### src/rtl/tlul_sram_adapter.sv
// rtl/tlul_sram_adapter.sv - TL-UL device port bridged to a single-port SRAM with in-order responses
package tlul_pkg;

    typedef struct packed {
        logic        a_valid;
        logic [2:0]  a_opcode;
        logic [2:0]  a_param;
        logic [1:0]  a_size;
        logic [7:0]  a_source;
        logic [31:0] a_address;
        logic [3:0]  a_mask;
        logic [31:0] a_data;
        logic        d_ready;
    } tl_h2d_t;

    typedef struct packed {
        logic        d_valid;
        logic [2:0]  d_opcode;
        logic [2:0]  d_param;
        logic [1:0]  d_size;
        logic [7:0]  d_source;
        logic        d_sink;
        logic [31:0] d_data;
        logic        d_error;
        logic        a_ready;
    } tl_d2h_t;

    localparam logic [2:0] PutFullData    = 3'd0;
    localparam logic [2:0] PutPartialData = 3'd1;
    localparam logic [2:0] Get            = 3'd4;
    localparam logic [2:0] AccessAck      = 3'd0;
    localparam logic [2:0] AccessAckData  = 3'd1;

endpackage

module tlul_sram_adapter #(
    parameter int SramAw      = 12,
    parameter int Outstanding = 2
) (
    input  logic                clock,
    input  logic                reset,
    input  tlul_pkg::tl_h2d_t   tl_i,
    output tlul_pkg::tl_d2h_t   tl_o,
    output logic                req_o,
    input  logic                gnt_i,
    output logic                we_o,
    output logic [SramAw-1:0]   addr_o,
    output logic [31:0]         wdata_o,
    output logic [31:0]         wmask_o,
    input  logic [31:0]         rdata_i,
    input  logic                rvalid_i
);
    import tlul_pkg::*;

    localparam int PtrW = (Outstanding > 1) ? $clog2(Outstanding) : 1;
    localparam int CntW = $clog2(Outstanding + 1);
    localparam logic [PtrW-1:0] LastPtr = PtrW'(Outstanding - 1);
    localparam logic [CntW-1:0] Depth   = CntW'(Outstanding);

    typedef struct packed {
        logic [2:0] opcode;
        logic [1:0] size;
        logic [7:0] source;
        logic       error;
        logic       is_read;
    } entry_t;

    entry_t            entries   [Outstanding];
    logic [31:0]       rdata_q   [Outstanding];
    logic [Outstanding-1:0] data_valid;

    logic [PtrW-1:0]   wr_ptr;
    logic [PtrW-1:0]   rd_ptr;
    logic [CntW-1:0]   count;
    logic              rd_pend;
    logic [PtrW-1:0]   rd_slot;

    logic              op_get;
    logic              op_put_full;
    logic              op_known;
    logic [3:0]        span;
    logic              misaligned;
    logic              size_bad;
    logic              mask_short;
    logic              a_err;
    logic              not_full;
    logic              a_ready;
    logic              accept;
    logic              pop;
    logic              d_valid;
    entry_t            head;
    entry_t            new_entry;
    logic [31:0]       d_data;

    function automatic logic [PtrW-1:0] ptr_next(input logic [PtrW-1:0] p);
        return (p == LastPtr) ? '0 : p + 1'b1;
    endfunction

    // Request checks: the byte span a request covers decides both alignment and full-mask coverage.
    always_comb begin
        op_get      = (tl_i.a_opcode == Get);
        op_put_full = (tl_i.a_opcode == PutFullData);
        op_known    = op_get || op_put_full || (tl_i.a_opcode == PutPartialData);
        size_bad    = (tl_i.a_size == 2'd3);
        case (tl_i.a_size)
            2'd0: begin
                span       = 4'b0001 << tl_i.a_address[1:0];
                misaligned = 1'b0;
            end
            2'd1: begin
                span       = tl_i.a_address[1] ? 4'b1100 : 4'b0011;
                misaligned = tl_i.a_address[0];
            end
            default: begin
                span       = 4'b1111;
                misaligned = |tl_i.a_address[1:0];
            end
        endcase
        mask_short = op_put_full && ((tl_i.a_mask & span) != span);
        a_err      = !op_known || size_bad || misaligned || mask_short;
    end

    assign not_full = (count != Depth);
    assign a_ready  = !reset && not_full && (gnt_i || a_err);
    assign req_o    = !reset && tl_i.a_valid && !a_err && not_full;
    assign accept   = tl_i.a_valid && a_ready;

    assign we_o    = !op_get;
    assign addr_o  = tl_i.a_address[SramAw+1:2];
    assign wdata_o = tl_i.a_data;

    always_comb begin
        wmask_o = '0;
        for (int k = 0; k < 4; k++) begin
            wmask_o[8*k +: 8] = {8{tl_i.a_mask[k]}};
        end
    end

    always_comb begin
        new_entry         = '0;
        new_entry.opcode  = op_get ? AccessAckData : AccessAck;
        new_entry.size    = tl_i.a_size;
        new_entry.source  = tl_i.a_source;
        new_entry.error   = a_err;
        new_entry.is_read = op_get && !a_err;
    end

    assign head    = entries[rd_ptr];
    assign d_valid = (count != '0) && (!head.is_read || data_valid[rd_ptr]);
    assign pop     = d_valid && tl_i.d_ready;

    always_comb begin
        d_data = 32'h0;
        if (head.is_read) begin
            d_data = rdata_q[rd_ptr];
        end else if (head.error && (head.opcode == AccessAckData)) begin
            d_data = 32'hFFFF_FFFF;
        end
    end

    always_comb begin
        tl_o          = '0;
        tl_o.a_ready  = a_ready;
        tl_o.d_valid  = d_valid;
        tl_o.d_opcode = head.opcode;
        tl_o.d_param  = 3'd0;
        tl_o.d_size   = head.size;
        tl_o.d_source = head.source;
        tl_o.d_sink   = 1'b0;
        tl_o.d_data   = d_data;
        tl_o.d_error  = head.error;
    end

    // rd_slot remembers which entry the single in-flight read belongs to, so rvalid_i lands there.
    always_ff @(posedge clock or posedge reset) begin
        if (reset) begin
            wr_ptr     <= '0;
            rd_ptr     <= '0;
            count      <= '0;
            data_valid <= '0;
            rd_pend    <= 1'b0;
            rd_slot    <= '0;
        end else begin
            rd_pend <= accept && new_entry.is_read;
            if (accept) begin
                rd_slot            <= wr_ptr;
                wr_ptr             <= ptr_next(wr_ptr);
                data_valid[wr_ptr] <= 1'b0;
            end
            if (rd_pend && rvalid_i) begin
                data_valid[rd_slot] <= 1'b1;
            end
            if (pop) begin
                rd_ptr <= ptr_next(rd_ptr);
            end
            case ({accept, pop})
                2'b10:   count <= count + 1'b1;
                2'b01:   count <= count - 1'b1;
                default: count <= count;
            endcase
        end
    end

    always_ff @(posedge clock) begin
        if (accept) begin
            entries[wr_ptr] <= new_entry;
        end
        if (rd_pend && rvalid_i) begin
            rdata_q[rd_slot] <= rdata_i;
        end
    end

    logic unused_tl;
    assign unused_tl = ^{tl_i.a_param, tl_i.a_address[31:SramAw+2]};

endmodule

### config.mk
export PLATFORM = sky130hd
export DESIGN_NAME = tlul_sram_adapter
export DESIGN_NICKNAME = d
export VERILOG_FILES = /design/src/rtl/tlul_sram_adapter.sv
export SDC_FILE = /design/constraint.sdc
export NUM_CORES = 1
export LEC_CHECK = 0
export BUFFER_PORTS_ARGS = -buffer_cell sky130_fd_sc_hd__buf_2
export CAP_MARGIN = 25
export CORE_AREA = 2 2 133 83
export DETAILED_ROUTE_END_ITERATION = 16
export DIE_AREA = 0 0 135 85
export MAX_ROUTING_LAYER = met4
export PLACE_DENSITY = 0.84
export SLEW_MARGIN = 20
export SYNTH_ARGS = -nofsm -noshare
export SYNTH_HDL_FRONTEND = slang
export SYNTH_SLANG_ARGS = --single-unit
### constraint.sdc
create_clock -name clock -period 2.6 [get_ports clock]
set_input_delay 0.26 -clock clock [delete_from_list [all_inputs] [get_ports clock]]
set_output_delay 0.26 -clock clock [all_outputs]
set_load 0.01 [all_outputs]
==> reports/metrics.cfg <==
[placement]
dpl.hpwl_um=6177
globalplace.congestion=0.8243
dp_slack_ns=0.1804
io_buffers=136

[floorplan]
core_mm2=0.01030
die-width_um=135
num_rows=29
die_y_um=85
pin_count=252
initial_core_util_pct=42.75
die_area_mm2=0.01148

[cells_and_area]
layout-drive-gt1-share_pct=50.27
diodes=0
final_nets=492
synthToLayoutAreaGrowth_pct=14.88
layout_commonest_cell=buf_2
final_cell_mix=buf_2, edfxtp_1, a221o_1, buf_4, mux2_2

[drt]
wirelength_um=9050
vias_per_cell=5.205
wl_per_cell_um=17.64
drtIter0Drc=171
final_antenna_net_count=0
vias=2670
post-route-drc-count=0
firstDrtPassIters=4

[worst_setup_path]
reg2reg_depth=8
crit_path_start_kind=register
worstSetupPathType=register to output pin
worst_setup_path_end_kind=output pin
crit_fanout=32
critPathRequiredTime_ns=2.34
crit_arrival_ns=2.18

[clocking]
root_buffer=clkbuf_16
h-tree-depth=3
cts_tree=built
cts_sinks=98
cts_max_path_buffers=2
clkLatencyLatePin_ns=0.33
cts_made_buffers=9
path_clk_slew_ns=0.07

[power]
p_comb_share_pct=32.9
clkPwrFrac_pct=26.5
pwr-share-seq_pct=40.7
total_leakage_power_nw=2.019
p_sw_w=0.001476
p_sw_share_pct=31.53
power.density_mw_per_mm2=925.0
p_int_w=0.003206
vdd_drop_max_mv=0.5143

[worst_hold_path]
worstHoldPathCells=1
hp-class=input port to register

[sta]
rsz0062_at_grt=false
tns_ns=0
fmax_mhz=409.6
slew_viol_final=0
setup_viol=0
finalCriticalPeriod_ns=2.441
fin_crit_sh_pct=93.89
fin_worst_skew_ns=0.006156
slew_headroom_pct=37.94
worst_slack_ns=0.1588
hold_viol_final=0
tightest_slew_ns=0.9267

[global_route]
grt_pass1_wl_um=13680
grt_pass1_vias=2659
grt_max_degree=34
grt_usage_pct=16.20
antenna_found_initial=0
gr-total-overflow=0

[synthesis]
synth_cell_types=36
synth-compound-area-share_pct=9.543
synth.top_cell.area_share_pct=61.35
synth_top_family_by_area=buffers and inverters
syn_avg_cell_area_um2=14.88
synth.largest_area_cell=edfxtp_1
synth_seq_area_share_pct=65.89
ys_ff_latch=98
synth_area_mm2=0.004405
synth_edf_count=90
synth_adder_area_share_pct=0.2840
synth_xor_area_share_pct=0.9940
yosys-top-cells-area=edfxtp_1, buf_4, a221o_1
synth_mux_area_share_pct=3.863
synthCells=296
async_flop_share_pct=8.163
synth_warnings=0
yosys.area_share.simple_pct=3.408
synthFlopType=edfxtp_1

[run]
cap_violations=0

[status]
status=finished, final reports clean

## layout make-up
type                            count  area [um^2]
Fill cell                         907         5244
Inverter                            6        22.52
Tap cell                          139        173.9
Multi-Input combinational cell    102        857.1
Timing Repair Buffer              152        819.5
Sequential cell                    98         2904
Clock inverter                      7        58.81
Clock buffer                        9        225.2
## synthesized netlist by cell type (3+ instances only)
cell type / number
edfxtp_1: 90
nor3_1: 3
dfrtp_1: 8
and2_1: 3
clkbuf_1: 9
inv_1: 6
a21oi_1: 3
buf_2: 3
nor2_1: 5
nand2_1: 5
mux2_2: 12
xor2_1: 3
buf_4: 84
a221o_1: 32
## cell families after synthesis
kind of cell    count (synthesis)
simple gates                   29
mux                            15
xor+xnor                        5
other cells                     1
compound gates                 45
fa+ha+maj                       1
buf+inv                       102
flops                          98
## flip-flops by register name, summed over array words and instances, names as in the netlist
register / flops
count: 2
data_valid: 2
entries: 26
rd_pend: 1
rd_ptr: 1
rd_slot: 1
rdata_q: 64
wr_ptr: 1
## critical path, stage by stage, from the launching register on
cell	delay [ns]
dfrtp_2	0.39
buf_4	0.19
mux2_2	0.37
nand2_1	0.10
nor3_2	0.04
buf_4	0.25
a221o_1	0.35
buf_2	0.16
## power by group through the flow
stage	clock, W	combinational (W)	sequential, W
final	0.00124	0.00154	0.00190
after global routing	0.00133	0.00165	0.00191
after CTS	0.00128	0.00154	0.00190
after detailed placement	0	0.00147	0.00195
after global placement	0	0.00143	0.00194
after floorplan	0	0.00101	0.00192
## final timing paths
check                              start            end  slack (ns)
worst max-delay path              rd_ptr        tl_o[4]        0.16
worst min-delay path            tl_i[70]  entries[0][3]        0.11
worst max register to register    rd_ptr       count[1]        0.50
worst min register to register  count[1]       count[1]        0.51
max in group asynchronous          reset         rd_ptr        1.88
min in group asynchronous          reset  data_valid[1]        0.58
## through the flow
| step | hold WS, ns | instance area (um^2) | total power (W) | std cells | util [%] |
|---|---|---|---|---|---|
| finish | 0.1107 | 5061 | 0.004682 | 513 | 49.11 |
| detailed placement | 0.3529 | 4727 | 0.003413 | 491 | 45.87 |
| CTS | 0.09424 | 5054 | 0.004718 | 512 | 49.04 |
| global placement | 0.3373 | 4716 | 0.003371 | 490 | 45.76 |
| floorplan | 0.1056 | 4424 | 0.002929 | 301 | - |
| global route | 0.09069 | 5061 | 0.004897 | 513 | 49.11 |
## layer usage
metal	up-vias	wire, um	track usage (%)
met5	-	0	-
met4	0	132	4.924
met3	20	577	3.405
met2	136	4483	26.53
met1	1332	3856	20.48
li1	1182	-	-
## repair_timing
action,4_1_cts,5_1_grt
resized for setup,1,0
hold buffers,1,0
buffers inserted,3,1
setup endpoints to repair,32,3
cloned,1,0
hold endpoints to repair,8,0
No activity file was read; power rests on OpenSTA's default activity.
